===== config.mk =====
export PLATFORM = sky130hd
export DESIGN_NAME = patch_write_arbiter
export DESIGN_NICKNAME = d
export VERILOG_FILES = /design/src/rtl/prores_patch_pkg.sv /design/src/rtl/patch_byte_serializer.sv /design/src/rtl/patch_write_arbiter.sv
export SDC_FILE = /design/constraint.sdc
export NUM_CORES = 1
export LEC_CHECK = 0
export ABC_AREA = 1
export BUFFER_PORTS_ARGS = -buffer_cell sky130_fd_sc_hd__buf_2
export CAP_MARGIN = 20
export CORE_AREA = 2 2 160 162
export DETAILED_ROUTE_END_ITERATION = 10
export DIE_AREA = 0 0 162 164
export GPL_TIMING_DRIVEN = 0
export HOLD_SLACK_MARGIN = 0.06
export PLACE_DENSITY_LB_ADDON = 0.15
export SETUP_SLACK_MARGIN = 0.15
export SLEW_MARGIN = 0
export SYNTH_ARGS = -nofsm -noshare
export SYNTH_HDL_FRONTEND = slang
export SYNTH_SLANG_ARGS = --single-unit

===== constraint.sdc =====
create_clock -name clock -period 3.3 [get_ports clock]
set_input_delay 0.66 -clock clock [delete_from_list [all_inputs] [get_ports clock]]
set_output_delay 0.66 -clock clock [all_outputs]
set_load 0.02 [all_outputs]

===== src/rtl/prores_patch_pkg.sv =====
// Shared definitions for the size-field patch write path.
// Latency: n/a (types, constants and a helper only).
// Backpressure: n/a.
package prores_patch_pkg;

  typedef enum logic {
    STATE_IDLE  = 1'b0,
    STATE_WRITE = 1'b1
  } state_t;

  localparam int MAX_PATCH_BYTES = 4;

  // Requester slots in priority order (lower index wins)
  localparam int REQ_SLICE   = 0;
  localparam int REQ_PICTURE = 1;
  localparam int REQ_FRAME   = 2;
  localparam int REQ_Y       = 3;
  localparam int REQ_CB      = 4;

  // A patch field is 1..MAX_PATCH_BYTES bytes wide
  function automatic logic size_legal(input logic [2:0] size);
    return (size >= 3'd1) && (size <= 3'(MAX_PATCH_BYTES));
  endfunction

endpackage


===== src/rtl/patch_byte_serializer.sv =====
// Holds one latched patch and presents its current byte, MSB first, with ascending address.
// Latency: registered; load/advance take effect on the next clock edge.
// Backpressure: the byte is held stable until advance is asserted.
module patch_byte_serializer
  import prores_patch_pkg::*;
#(
  parameter int ADDR_W = 32
) (
  input  logic                         clock,
  input  logic                         reset,
  input  logic                         load,
  input  logic                         advance,
  input  logic [ADDR_W-1:0]            load_addr,
  input  logic [8*MAX_PATCH_BYTES-1:0] load_val,
  input  logic [2:0]                   load_size,
  output logic [ADDR_W-1:0]            byte_addr,
  output logic [7:0]                   byte_data,
  output logic                         last
);

  logic [8*MAX_PATCH_BYTES-1:0] val_q;
  logic [1:0]                   k_q;
  logic [1:0]                   k_first;

  // size 4 wraps to 3 in two bits, so k_first = size-1 for every legal size
  assign k_first = load_size[1:0] - 2'd1;
  assign last    = (k_q == 2'd0);

  function automatic logic [7:0] pick_byte(input logic [8*MAX_PATCH_BYTES-1:0] v,
                                           input logic [1:0] k);
    return v[{k, 3'b000} +: 8];
  endfunction

  // Latch a new patch or step to the next lower byte; the address simply increments (wraps)
  always_ff @(posedge clock) begin
    if (reset) begin
      val_q     <= '0;
      k_q       <= '0;
      byte_addr <= '0;
      byte_data <= '0;
    end else if (load) begin
      val_q     <= load_val;
      k_q       <= k_first;
      byte_addr <= load_addr;
      byte_data <= pick_byte(load_val, k_first);
    end else if (advance) begin
      k_q       <= k_q - 2'd1;
      byte_addr <= byte_addr + ADDR_W'(1);
      byte_data <= pick_byte(val_q, k_q - 2'd1);
    end
  end

endmodule


===== src/rtl/patch_write_arbiter.sv =====
// Fixed-priority arbiter serializing size-field patches into single-byte buffer writes.
// Latency: grant decided in an IDLE cycle; req_ready and the first write appear the next cycle.
// Backpressure: mem_ready stalls a byte in place; bus_hold drops mem_we from the next cycle.
module patch_write_arbiter
  import prores_patch_pkg::*;
#(
  parameter int NUM_REQ = 5,
  parameter int ADDR_W  = 32
) (
  input  logic                    clock,
  input  logic                    reset,
  input  logic [NUM_REQ-1:0]      req_valid,
  input  logic [NUM_REQ*32-1:0]   req_addr,
  input  logic [NUM_REQ*32-1:0]   req_val,
  input  logic [NUM_REQ*3-1:0]    req_byte_size,
  output logic [NUM_REQ-1:0]      req_ready,
  input  logic                    bus_hold,
  input  logic                    mem_ready,
  output logic                    mem_we,
  output logic [ADDR_W-1:0]       mem_addr,
  output logic [7:0]              mem_wdata,
  output logic                    busy,
  output logic [15:0]             patch_count,
  output logic                    size_error
);

  localparam int IDX_W = (NUM_REQ > 1) ? $clog2(NUM_REQ) : 1;

  state_t             state;
  logic [IDX_W-1:0]   sel_idx;
  logic [NUM_REQ-1:0] sel_onehot;
  logic               any_req;
  logic [ADDR_W-1:0]  sel_addr;
  logic [31:0]        sel_val;
  logic [2:0]         sel_size;
  logic               grant_ok;
  logic               sel_legal;
  logic               byte_done;
  logic               ser_last;
  logic               ser_load;
  logic               ser_advance;

  // Lowest-index pending request wins
  always_comb begin
    sel_idx = '0;
    for (int i = NUM_REQ - 1; i >= 0; i--) begin
      if (req_valid[i]) sel_idx = IDX_W'(i);
    end
    any_req    = |req_valid;
    sel_onehot = NUM_REQ'(any_req) << sel_idx;
    sel_addr   = req_addr[32*int'(sel_idx) +: ADDR_W];
    sel_val    = req_val[32*int'(sel_idx) +: 32];
    sel_size   = req_byte_size[3*int'(sel_idx) +: 3];
  end

  // A grant pulse just issued blocks the next grant: this gives the requester time to drop
  // req_valid and forms the one-cycle bubble between patches
  assign grant_ok    = (state == STATE_IDLE) && !bus_hold && any_req && (req_ready == '0);
  assign sel_legal   = size_legal(sel_size);
  assign byte_done   = (state == STATE_WRITE) && mem_we && mem_ready;
  assign ser_load    = grant_ok && sel_legal;
  assign ser_advance = byte_done && !ser_last;
  assign busy        = (state == STATE_WRITE);

  patch_byte_serializer #(
    .ADDR_W(ADDR_W)
  ) u_serializer (
    .clock     (clock),
    .reset     (reset),
    .load      (ser_load),
    .advance   (ser_advance),
    .load_addr (sel_addr),
    .load_val  (sel_val),
    .load_size (sel_size),
    .byte_addr (mem_addr),
    .byte_data (mem_wdata),
    .last      (ser_last)
  );

  // Grant/write FSM; every output it drives is a register
  always_ff @(posedge clock) begin
    if (reset) begin
      state       <= STATE_IDLE;
      req_ready   <= '0;
      mem_we      <= 1'b0;
      patch_count <= '0;
      size_error  <= 1'b0;
    end else begin
      req_ready <= '0;
      case (state)
        STATE_IDLE: begin
          mem_we <= 1'b0;
          if (grant_ok) begin
            req_ready <= sel_onehot;
            if (sel_legal) begin
              state  <= STATE_WRITE;
              mem_we <= 1'b1;
            end else begin
              size_error <= 1'b1;
            end
          end
        end
        STATE_WRITE: begin
          if (byte_done && ser_last) begin
            state       <= STATE_IDLE;
            mem_we      <= 1'b0;
            patch_count <= patch_count + 16'd1;
          end else begin
            mem_we <= !bus_hold;
          end
        end
        default: begin
          state  <= STATE_IDLE;
          mem_we <= 1'b0;
        end
      endcase
    end
  end

endmodule


Yosys cells after proc, flatten, opt, wreduce, memory -nomap -nowiden:

Cells that the tools add are included.

* $add $sub $neg: 4
* $mul: 1
* divide/modulo/power cells: 0
* $lt $le $gt $ge: 2
* eq/ne operators: 0
* shift operators: 6
* multiplexer cells: 17
* bitwise gates (word level): 3
* reduce and logical (&&, ||, !) cells: 18

Operator list (count)
* indexed part select 160 x 9 -> 32 bit: 2
* two-way mux 32 bit: 2
* indexed part select 32 x 6 -> 8 bit: 2
* adder 32 x 1 -> 32 bit (second input constant): 1
* adder 16 x 1 -> 16 bit (second input constant): 1
* two-way mux 8 bit: 2
* two-way mux 3 bit: 5
* indexed part select 15 x 6 -> 3 bit: 1
* logical AND 1 bit: 9
* zero test 5 bit: 1
* multiplier 2 x 3 -> 5 bit (first input constant): 1
* OR reduction 5 bit: 1
* << shifter 1 x 3 -> 5 bit: 1
* two-way mux 1 bit: 4
* two-way mux 2 bit: 2
* one-hot mux 1 bit (2 select lines): 2
* subtractor 2 x 1 -> 2 bit (second input constant): 2
* greater-or-equal comparator 3 x 1 -> 1 bit (second input constant): 1
* <= comparator 3 bit (second input constant): 1
* inverter 1 bit: 3
* AND reduction 3 bit: 1
* OR reduction 3 bit: 1
* zero test 1 bit: 2
* zero test 2 bit: 1
* 2 further kinds: 2

* register bits after elaboration: 98
* bits in latches: 0
* RAM bits: 0
* bits in read-only memories: 0
* output and inout port bits: 64
* logic and storage cells: 60
* memories kept: 0

Logic depth before layout (Yosys ltp):

Gate-level depths: netlist of run 1.

* depth in word-level cells: 12
* gate-level depth with buffers: 21

Hierarchy:

From an unflattened synthesis of run 1, not the netlist that was laid out.

* cell total of the unflattened synthesis: 1329
* area, all modules: 7946.4 um^2

Modules (own cells, without submodules)
* patch_byte_serializer: times used 1, cells each 636, area each 4147.7 um^2, sequential area each 1481.4 um^2
* patch_write_arbiter: times used 1, cells each 693, area each 3798.6 um^2, sequential area each 480.5 um^2

Worst setup path before layout of run 1:

OpenSTA, ideal clock, no wires.

* path kind: input -> register
* start: input req_valid[2]
* end: register u_serializer.byte_data[5]
* arrival time: 2834 ps
* data required time: 3190 ps
* setup slack: 356 ps
* cell stages on the path: 17
* path buffers: 3
* path through: nor2_1 nand3_4 clkinv_1 buf_2 nand2_1 nand3_2 inv_2 buf_2 ha_1 clkbuf_1 clkinv_1 nand3_1 nand2_1 nand2_1 nand3_1 nand2_1 inv_1

* cells in the longest elaborated chain, start to end: 9
* elaborated cells on any way between the ends: 17
* those cells by class: add/sub: 1; mul: 1; order compare: 2; shift: 3; mux: 4; reduce/logical: 6

RTL lines
* start: declaration: RTL line patch_write_arbiter.sv:12 `input logic [NUM_REQ-1:0] req_valid,`
* parallel branches: the longest is 9 deep, another holds multiplier 2 x 3 -> 5 bit
* end signal: assignment: RTL line patch_byte_serializer.sv:45 `byte_data <= pick_byte(load_val, k_first);`
* end signal: assignment: RTL line patch_byte_serializer.sv:49 `byte_data <= pick_byte(val_q, k_q - 2'd1);`
* end: declaration: RTL line patch_byte_serializer.sv:17 `output logic [7:0] byte_data,`

Several ways; the timed one is not identified.
A chain may end at the register's enable or synchronous reset.

Final worst setup path of run 1:

* start: input req_valid[0]
* end: register u_serializer.byte_addr[4]

* cells in the longest elaborated chain, start to end: 7
* elaborated cells on any way between the ends: 13
* those cells by class: mul: 1; order compare: 2; shift: 2; mux: 2; reduce/logical: 6

RTL lines
* two-way mux 3 bit: RTL line patch_write_arbiter.sv:47 `if (req_valid[i]) sel_idx = IDX_W'(i);`
* multiplier 2 x 3 -> 5 bit: RTL line patch_write_arbiter.sv:53 `sel_size = req_byte_size[3*int'(sel_idx) +: 3];`
* indexed part select 15 x 6 -> 3 bit: RTL line patch_write_arbiter.sv:53
* greater-or-equal comparator 3 x 1 -> 1 bit / <= comparator 3 bit (equally long branches): RTL line prores_patch_pkg.sv:22 `return (size >= 3'd1) && (size <= 3'(MAX_PATCH_BYTES));`
* logical AND 1 bit: RTL line prores_patch_pkg.sv:22
* logical AND 1 bit: RTL line patch_write_arbiter.sv:61 `assign ser_load = grant_ok && sel_legal;`
* two-way mux 32 bit / nonzero test 2 bit (equally long branches)
* end signal: assignment: RTL line patch_byte_serializer.sv:44 `byte_addr <= load_addr;`
* end signal: assignment: RTL line patch_byte_serializer.sv:48 `byte_addr <= byte_addr + ADDR_W'(1);`
* end: declaration: RTL line patch_byte_serializer.sv:16 `output logic [ADDR_W-1:0] byte_addr,`

Parallel ways exist; a longest one is shown, timed or not.

==> key figures, run 1 <==
Floorplanning
  • Initial Util: 34.0%
  • I/O Pins: 408
  • Core Region: 24800 um^2
  • DIE AREA: 26600 um^2
  • Rows: 58
  • Die height: 164 um
  • Die X: 162 um

Clock tree
  • Clk pin slew, worst setup/hold paths: 0.08 ns
  • H-tree Lvls: 3
  • TritonCTS clock tree: done
  • Sink Count: 98
  • Worst skew pair latency: 0.36 ns
  • Clk buf depth: 2
  • CTS root buf: clkbuf_16
  • CTS Hold Bufs: 0
  • Num CTS Buffers: 9

Timing
  • Crit share post-route: 91.6%
  • Hold Fails Final Rpt: 0
  • FMAX: 331 MHz
  • RSZ-0062 raised after global routing: yes
  • Worst-Margin Slew: 0.784 ns
  • Setup TNS: 0 ns
  • Slew Viols, Final: 0
  • Endpoints failing setup: 0
  • Clk_skew: 0.0103 ns
  • Fin crit period: 3.02 ns
  • Slew headroom: 47.7%

Layout
  • Layout cells sized above 1: 27.4%
  • Fin util: 46.1%
  • Design area: 11400 um^2
  • Non-Filler Instances: 2284
  • Commonest non-fill, non-tap cells in the layout: nand2_1 (496), buf_2 (438), nand3_1 (250)
  • Layout net count: 2291
  • Layout area overhead: 35.3%
  • # fillers: 2836
  • Most common cell after layout, fill and taps aside: nand2_1

Setup path
  • CP peak stage delay: 0.24 ns
  • CP arrival: 3.32 ns
  • Critical path class: in -> reg
  • Stages on the worst setup path: 21
  • Cell Chain, Critical Path: buf_2 > nor2_4 > buf_6 > nand2_2 > buf_6 > nand2_1 > nand2_1 > inv_1 > nand2_1 > nand3_4 > inv_4 > buf_4 > ha_1 > inv_1 > nand4_1 > nand3_4 > buf_2 > o21ai_0 > nand2_1 > inv_1 > nor2_1
  • Buf/Inv on CP: 9
  • Crit. End Element: flop
  • Crit path top cell by count: nand2_1
  • Top delay family on crit path: simple AND/OR/NAND/NOR gates
  • Worst-case reg-to-reg path depth: 11
  • Crit-path max FO: 10
  • Slowest cell on the critical path: buf_2
  • Reg2reg setup slack: 0.46 ns
  • Critical Path RT: 3.59 ns
  • Worst Setup Start Kind: input pin

Pwr
  • Total power: 0.00418 W
  • Leakage power: 5.75 nW
  • Pwr/cell area: 365 nW/um^2
  • VDD IR max: 0.000249 V

Min path
  • Tightest Hold Check Type: reg -> reg
  • Hold Path Stages: 2

GRT
  • Largest net degree at the start of global routing: 19
  • Total GRT Usage: 35.3%
  • Via count of the first global-routing pass: 11.4k
  • First-pass GRT wire length: 69500 um
  • Total gr overflow: 0
  • Initial antenna violation count: 9

Synth
  • Ys flop type: dfxtp_1
  • Synthesis-stage register bit count: 98
  • Avg Synthesized Cell Area: 5.60 um^2
  • Post-synthesis sequential area ratio: 23.2%
  • Synth async-reset ratio: 0%
  • Number of synthesized flops with an enable pin: 0
  • Synthesized net count: 1859
  • Area contributors post-synth: dfxtp_1 (23%), nand2_1 (22%), nand3_1 (15%), nor2_1 (6.7%), o21ai_0 (6.3%)
  • Cell variety after synth: 40
  • Syn. warnings: 0
  • Share of the synthesized area in the top cell type: 23.2%
  • Synth Instances: 1510
  • Leading area contributor after synthesis: dfxtp_1
  • Post-Syn Area: 8450 um^2

Detailed routing
  • WL/cell: 21.0 um
  • Starting DRT DRC Count: 1204
  • ANT nets after route: 0
  • Vias: 12.2k
  • Residual DRC: 0
  • Vias per std cell: 5.34
  • Drt total wl: 48100 um
  • Detailed Routing Iterations Pass 1: 5

Placement
  • Gp weighted congestion: 1.01
  • Hpwl dp: 39700 um
  • Placed cell area: 10900 um^2
  • Port Buffers: 407
  • Dpl cells: 2247

Flow run
  • Number of max-cap violations: 0

Status
  • Outcome: finished, final reports clean
[metal layers]
| layer | routed length (um) | share of wire [%] | up-vias | GRT usage (%) |
|---|---|---|---|---|
| met5 | 17 | 0.035 | - | 0 |
| met4 | 1690 | 3.5 | 2 | 12.0 |
| met3 | 4160 | 8.7 | 71 | 6.36 |
| met2 | 22000 | 46 | 626 | 58.1 |
| met1 | 20200 | 42 | 5665 | 46.5 |
| li1 | - | - | 5830 | - |
[worst register-to-register path, delay by kind of cell, from the launching register on]
kind                       cells  cell delay, ns
buffers and inverters          5            1.21
and+or+nand+nor                4            0.76
DFF                            1            0.35
adders and majority gates      1            0.31
AOI/OAI and AO/OA              1            0.11
[layout make-up]
class / count / area (um^2) / area share [%]
antenna: 7 / 17.5 / 0.153
multi-input combinational: 1214 / 5670 / 49.6
clock buffer: 10 / 239 / 2.09
clock inverter: 6 / 56.3 / 0.493
sequential: 98 / 1960 / 17.2
inverter: 99 / 379 / 3.32
tap: 330 / 413 / 3.61
timing repair buffer: 420 / 2160 / 18.9
buffer: 100 / 531 / 4.64
[power by group]
| group | switching [W] | leakage (nW) | internal, W | total, W |
|---|---|---|---|---|
| Combinational | 0.00106 | 4.81 | 0.000614 | 0.00168 |
| Sequential | 0.000132 | 0.800 | 0.00130 | 0.00143 |
| Clock | 0.000518 | 0.144 | 0.000550 | 0.00107 |
[final timing paths]
check	to	from
setup / recovery	u_serializer.byte_addr[4]$_SDFFE_PP0P_	req_valid[0]
hold / removal	u_serializer.val_q[12]$_SDFFE_PP0P_	u_serializer.val_q[12]$_SDFFE_PP0P_
setup reg to reg	u_serializer.byte_data[6]$_SDFFE_PP0P_	u_serializer.k_q[0]$_SDFFE_PP0P_
hold reg to reg	u_serializer.val_q[12]$_SDFFE_PP0P_	u_serializer.val_q[12]$_SDFFE_PP0P_
[flip-flops by register name, summed over array words and instances (netlist names)]
register and flops:
u_serializer.val_q 32, patch_count 16, busy 1, u_serializer.byte_data 8
mem_we 1, u_serializer.k_q 2, req_ready 5, size_error 1
u_serializer.byte_addr 32
[cell usage after synthesis (6+ instances only)]
| cell | count |
|---|---|
| dfxtp_1 | 98 |
| nor3_1 | 14 |
| o21ai_1 | 9 |
| buf_2 | 41 |
| a21oi_1 | 59 |
| xor2_1 | 12 |
| nor4_1 | 9 |
| o211ai_1 | 18 |
| nand2_1 | 498 |
| clkbuf_1 | 28 |
| o21ai_0 | 107 |
| buf_1 | 20 |
| nand3_1 | 250 |
| inv_1 | 93 |
| xnor2_1 | 11 |
| buf_4 | 6 |
| or2_2 | 13 |
| nor2_1 | 150 |
| a21oi_2 | 6 |
| nand4_1 | 12 |
| nand3_2 | 6 |
[timing repair]
item / CTS / global route
endpoints found under the setup margin: 76 / 76
gates resized for setup: 11 / 32
setup buffers: 7 / 6
gates cloned: 0 / 1
endpoints found under the hold margin: 0 / 0
pin swaps: 3 / 4
[logic make-up after synthesis]
group,count (synthesis),synth area share (%)
XOR/XNOR,23,2.38
multiplexers,3,0.355
flip-flops,98,23.2
adder cells (fa/ha/maj),5,0.740
AND/OR/NAND/NOR,966,49.0
AO/OA/AOI/OAI,216,14.2
buffers and inverters,199,10.2
[through the flow]
step | setup WS [ns] | hold WS (ns)
finish | 0.276 | 0.453
global route | 0.145 | 0.470
CTS | 0.154 | 0.452
detailed placement | -1.12 | 0.440
global placement | -1.09 | 0.438
floorplan | 0.356 | 0.426
(Power assumes the default switching activity.)
==> run 2, diff against run 1 <==
clock period = 3.5 ns   (was 3.3 ns; I/O delays follow)
==> run 2 against run 1 <==
Clock-buffer cell count unchanged. Total power decreased by 6.5%. Largest power group unchanged. Flip-flop and latch count unchanged. First-iteration DRC count decreased by 7.2%. Worst setup slack improved by 0.044 ns. Critical path depth decreased by 3.
==> key figures, run 2 (synthesis gave the netlist of run 1 again) <==
Floorplanning
  • Die X: 162 um (unchanged)
  • DIE AREA: 26600 um^2 (unchanged)
  • Initial Util: 34.0% (unchanged)
  • Rows: 58 (unchanged)
  • I/O Pins: 408 (unchanged)
  • Core Region: 24800 um^2 (unchanged)
  • Die height: 164 um (unchanged)

Setup path
  • Crit. End Element: flop (unchanged)
  • Worst Setup Start Kind: input pin (unchanged)
  • CP arrival: 3.43 ns (was 3.32 ns)
  • Crit-path max FO: 10 (unchanged)
  • Critical Path RT: 3.75 ns (was 3.59 ns)
  • Critical path class: in -> reg (unchanged)

Detailed routing
  • Drt total wl: 47800 um (was 48100 um)
  • Starting DRT DRC Count: 1117 (was 1204)
  • Vias: 12.2k (about the same)
  • Residual DRC: 0 (unchanged)
  • ANT nets after route: 0 (unchanged)
  • Vias per std cell: 5.35 (was 5.34)
  • Detailed Routing Iterations Pass 1: 8 (was 5)
  • WL/cell: 21.0 um (about the same)

Status
  • Outcome: finished, final reports clean (unchanged)

Layout
  • Layout net count: 2283 (was 2291)
  • Most common cell after layout, fill and taps aside: nand2_1 (unchanged)
  • Layout cells sized above 1: 26.9% (was 27.4%)
  • Top Registers: u_serializer.byte_addr x32, u_serializer.val_q x32, patch_count x16 (unchanged)
  • Layout area overhead: 34.1% (was 35.3%)
  • Commonest non-fill, non-tap cells in the layout: nand2_1 (498), buf_2 (444), nand3_1 (250) (was nand2_1 (496), buf_2 (438), nand3_1 (250))

GRT
  • First-pass GRT wire length: 69100 um (was 69500 um)
  • Largest net degree at the start of global routing: 19 (unchanged)
  • Via count of the first global-routing pass: 11.4k (about the same)
  • Total gr overflow: 0 (unchanged)
  • Total GRT Usage: 35.1% (was 35.3%)
  • Initial antenna violation count: 9 (unchanged)

Placement
  • Hpwl dp: 39700 um (unchanged)
  • Dpl ws: -0.964 ns (was -1.12 ns)
  • Port Buffers: 407 (unchanged)
  • Gp weighted congestion: 1.01 (unchanged)

Clock tree
  • Clk pin slew, worst setup/hold paths: 0.08 ns (about the same)
  • TritonCTS clock tree: done (unchanged)
  • Worst skew pair latency: 0.36 ns (about the same)
  • CTS root buf: clkbuf_16 (unchanged)
  • Clk buf depth: 2 (unchanged)
  • H-tree Lvls: 3 (unchanged)
  • Sink Count: 98 (unchanged)
  • Num CTS Buffers: 9 (unchanged)

Timing
  • Worst-Margin Slew: 0.778 ns (was 0.784 ns)
  • Final setup margin: 0.320 ns (was 0.276 ns)
  • Slew Viols, Final: 0 (unchanged)
  • Hold Slack: 0.451 ns (was 0.453 ns)
  • Slew headroom: 48.1% (was 47.7%)
  • Hold Fails Final Rpt: 0 (unchanged)
  • FMAX: 314 MHz
  • Clk_skew: 0.0101 ns (was 0.0103 ns)
  • Endpoints failing setup: 0 (unchanged)
  • Fin crit period: 3.18 ns
  • Crit share post-route: 90.9%
  • RSZ-0062 raised after global routing: no (was yes)

Min path
  • Tightest Hold Check Type: reg -> reg (unchanged)

Pwr
  • Pwr/cell area: 345 nW/um^2 (was 365 nW/um^2)
  • Leakage power: 5.70 nW (was 5.75 nW)
  • VDD IR max: 0.000236 V (was 0.000249 V)

Flow run
  • Number of max-cap violations: 0 (unchanged)
==> run 2: metal layers <==
metal  wire length (um)  track usage (%)  up-vias
met4               1930             13.0        2
met5                 13                0        -
met2              21600             57.3      665
met3               4250             6.01       86
li1                   -                -     5810
met1              20000             46.6     5607
==> run 2: per-stage QoR <==
| step | utilization (%) | total power, W | TNS, ns | instances | area (um^2) |
|---|---|---|---|---|---|
| 2_1_floorplan | - | 0.00220 | 0 | 1510 | 8450 |
| 3_3_place_gp | 43.9 | 0.00285 | -24.66 | 2247 | 10900 |
| 3_5_place_dp | 43.9 | 0.00286 | -27.55 | 2247 | 10900 |
| 4_1_cts | 45.2 | 0.00386 | 0 | 2263 | 11200 |
| 5_1_grt | 45.6 | 0.00412 | 0 | 2273 | 11300 |
| 6_report | 45.7 | 0.00391 | 0 | 2276 | 11300 |
==> run 2: cell type report <==
| type | count | area (um^2) |
|---|---|---|
| Antenna cell | 7 | 17.5 |
| Timing Repair Buffer | 413 | 2110 |
| Fill cell | 2844 | 13500 |
| Inverter | 99 | 379 |
| Buffer | 100 | 505 |
| Clock inverter | 6 | 56.3 |
| Sequential cell | 98 | 1960 |
| Multi-Input combinational cell | 1213 | 5650 |
| Clock buffer | 10 | 239 |
| Tap cell | 330 | 413 |
==> run 2: power breakdown <==
part / switching [W] / leakage [nW] / total (W) / internal (W)
Clock: 0.000485 / 0.144 / 0.00100 / 0.000519
Combinational: 0.000991 / 4.76 / 0.00155 / 0.000560
Sequential: 0.000124 / 0.800 / 0.00135 / 0.00123
==> run 2: worst max-delay path, cell delays in order <==
cell and delay, ns:
buf_2 0.13, nor2_2 0.18, nand3_4 0.21, clkinv_1 0.12, buf_4 0.25, nand2_1 0.13
nand3_4 0.19, inv_4 0.08, buf_4 0.19, ha_1 0.28, buf_2 0.27, clkinv_4 0.18
nand3_1 0.12, nand2_1 0.09, nand2_1 0.09, nand3_1 0.07, nand2_1 0.06, inv_1 0.04
==> run 2: what timing repair did <==
item / CTS / global route
buffers inserted: 0 / 6
hold buffers: 0 / 0
hold endpoints to repair: 0 / 0
pin swaps: 0 / 3
resized for setup: 8 / 11
setup endpoints to repair: 60 / 75
==> run 2: final timing paths <==
path | startpoint | to | slack [ns] | cells after the start
max | req_valid[2] | u_serializer.byte_data[5]$_SDFFE_PP0P_ | 0.32 | 18
min | u_serializer.val_q[12]$_SDFFE_PP0P_ | u_serializer.val_q[12]$_SDFFE_PP0P_ | 0.45 | 2
max reg2reg | u_serializer.k_q[0]$_SDFFE_PP0P_ | u_serializer.byte_data[6]$_SDFFE_PP0P_ | 0.54 | 10
min reg2reg | u_serializer.val_q[12]$_SDFFE_PP0P_ | u_serializer.val_q[12]$_SDFFE_PP0P_ | 0.45 | 2
==> run 3, diff against run 2 <==
PLACE_DENSITY_LB_ADDON = not set   (was 0.15)
==> run 3 against run 2 <==
Die area unchanged. First-iteration DRC count up 9.1%. Critical path type unchanged. Maximum frequency up 0.56%. Highest routed layer is now met4.
==> key figures, run 3 (synthesis gave the netlist of run 1 again) <==
Detailed routing
  • Detailed Routing Iterations Pass 1: 6 (was 8)
  • Vias: 12.1k (was 12.2k)
  • Starting DRT DRC Count: 1219 (was 1117)
  • WL/cell: 20.4 um (was 21.0 um)
  • Residual DRC: 0 (unchanged)
  • Drt total wl: 46400 um (was 47800 um)
  • Vias per std cell: 5.32 (was 5.35)
  • ANT nets after route: 0 (unchanged)

Clock tree
  • Sink Count: 98 (unchanged)
  • Num CTS Buffers: 9 (unchanged)
  • Worst skew pair latency: 0.36 ns (about the same)
  • H-tree Lvls: 3 (unchanged)
  • TritonCTS clock tree: done (unchanged)
  • Clk buf depth: 2 (unchanged)
  • CTS root buf: clkbuf_16 (unchanged)
  • CTS Hold Bufs: 0 (unchanged)
  • Clk pin slew, worst setup/hold paths: 0.07 ns (was 0.08 ns)

Floorplanning
  • Die X: 162 um (unchanged)
  • DIE AREA: 26600 um^2 (unchanged)
  • Die height: 164 um (unchanged)
  • Initial Util: 34.0% (unchanged)
  • Core Region: 24800 um^2 (unchanged)
  • I/O Pins: 408 (unchanged)
  • Rows: 58 (unchanged)

Pwr
  • Gate power share: 38.8% (was 39.7%)
  • Switching share of power: 39.8% (was 41.0%)
  • Clock Power Share: 26.6% (was 25.7%)
  • VDD IR max: 0.000220 V (was 0.000236 V)
  • Psw: 0.00155 W (was 0.00160 W)
  • Pint: 0.00234 W (was 0.00230 W)
  • Pwr/cell area: 346 nW/um^2 (was 345 nW/um^2)
  • Power share of the sequential group: 34.6% (about the same)
  • Leakage power: 5.67 nW (was 5.70 nW)

Timing
  • Slew headroom: 46.1% (was 48.1%)
  • Worst-Margin Slew: 0.808 ns (was 0.778 ns)
  • Fin crit period: 3.16 ns (was 3.18 ns)
  • Slew Viols, Final: 0 (unchanged)
  • Clk_skew: 0.00765 ns (was 0.0101 ns)
  • Hold Slack: 0.454 ns (was 0.451 ns)
  • Crit share post-route: 90.4% (was 90.9%)
  • Endpoints failing setup: 0 (unchanged)
  • RSZ-0062 raised after global routing: no (unchanged)
  • FMAX: 316 MHz (was 314 MHz)
  • Hold Fails Final Rpt: 0 (unchanged)
  • Setup TNS: 0 ns (unchanged)

Flow run
  • Number of max-cap violations: 0 (unchanged)

Placement
  • Dpl cells: 2247 (unchanged)
  • Port Buffers: 407 (unchanged)
  • Gp weighted congestion: 1.03 (was 1.01)
  • Hpwl dp: 38700 um (was 39700 um)

Setup path
  • Crit-path max FO: 10 (unchanged)
  • Critical path class: in -> reg (unchanged)
  • Worst Setup Start Kind: input pin (unchanged)
  • Critical Path RT: 3.73 ns (was 3.75 ns)
  • Crit. End Element: flop (unchanged)
  • CP arrival: 3.39 ns (was 3.43 ns)

Layout
  • Layout area overhead: 33.4% (was 34.1%)
  • Commonest non-fill, non-tap cells in the layout: nand2_1 (498), buf_2 (445), nand3_1 (250) (was nand2_1 (498), buf_2 (444), nand3_1 (250))
  • Non-Filler Instances: 2275 (was 2276)
  • Layout cells sized above 1: 26.5% (was 26.9%)
  • Top Registers: u_serializer.byte_addr x32, u_serializer.val_q x32, patch_count x16 (unchanged)
  • Layout net count: 2279 (was 2283)
  • Most common cell after layout, fill and taps aside: nand2_1 (unchanged)

GRT
  • Largest net degree at the start of global routing: 16 (was 19)
  • Total gr overflow: 0 (unchanged)
  • Total GRT Usage: 34.5% (was 35.1%)
  • Initial antenna violation count: 14 (was 9)
  • First-pass GRT wire length: 68500 um (was 69100 um)
  • Via count of the first global-routing pass: 11.4k (about the same)

Status
  • Outcome: finished, final reports clean (unchanged)

Min path
  • Tightest Hold Check Type: reg -> reg (unchanged)
-- run 3: stage by stage --
stage | instance area [um^2] | setup slack, ns | utilization (%) | total power [W]
after floorplan | 8450 | 0.516 | - | 0.00220
after global placement | 10900 | -0.751 | 43.9 | 0.00283
after detailed placement | 10900 | -0.783 | 43.9 | 0.00284
after CTS | 11200 | 0.168 | 45.1 | 0.00387
after global routing | 11300 | 0.155 | 45.4 | 0.00411
final | 11300 | 0.338 | 45.4 | 0.00389
-- run 3: path summary, 6_finish.rpt --
check / end / from / cells after the start / slack (ns)
worst max-delay path: u_serializer.val_q[16]$_SDFFE_PP0P_ / req_valid[2] / 15 / 0.34
worst min-delay path: u_serializer.val_q[22]$_SDFFE_PP0P_ / u_serializer.val_q[22]$_SDFFE_PP0P_ / 2 / 0.45
worst min register to register: u_serializer.val_q[22]$_SDFFE_PP0P_ / u_serializer.val_q[22]$_SDFFE_PP0P_ / 2 / 0.45
worst max register to register: u_serializer.byte_data[3]$_SDFFE_PP0P_ / u_serializer.k_q[0]$_SDFFE_PP0P_ / 11 / 0.42
-- run 3: area by class of cell --
class,instances,area [um^2]
fill,2865,13500
multi-input combinational,1213,5650
timing repair buffer,409,2050
sequential,98,1960
buffer,100,497
tap,330,413
inverter,99,377
clock buffer,11,243
clock inverter,4,51.3
antenna,11,27.5
-- run 3: critical path, stage by stage --
cell	delay (ns)
buf_2	0.11
nor2_1	0.21
nand3_4	0.22
clkinv_1	0.12
buf_4	0.24
nand2_1	0.12
nand3_4	0.18
inv_4	0.08
clkbuf_4	0.20
ha_1	0.21
inv_1	0.07
nand4_1	0.15
nand3_4	0.18
clkbuf_1	0.44
a21oi_1	0.14
-- run 3: layer usage --
layer | GRT usage (%) | share of wire, % | wire length (um) | up-vias
met1 | 45.2 | 41 | 19200 | 5537
met4 | 10.7 | 3.5 | 1630 | 0
met3 | 6.54 | 9.5 | 4400 | 98
met5 | 0 | 0 | 0 | -
met2 | 57.3 | 46 | 21100 | 659
li1 | - | - | - | 5799
-- run 3: power groups by stage --
stage	sequential, W	combinational [W]	clock [W]
after floorplan	0.00140	0.000798	0
after global placement	0.00137	0.00146	0
after detailed placement	0.00137	0.00147	0
after CTS	0.00134	0.00148	0.00105
after global routing	0.00136	0.00166	0.00109
final	0.00135	0.00151	0.00104
-- run 3: what timing repair did --
action | CTS | global route
pin swaps | 0 | 1
gates resized for setup | 4 | 8
setup endpoints to repair | 45 | 76
buffers inserted | 0 | 2
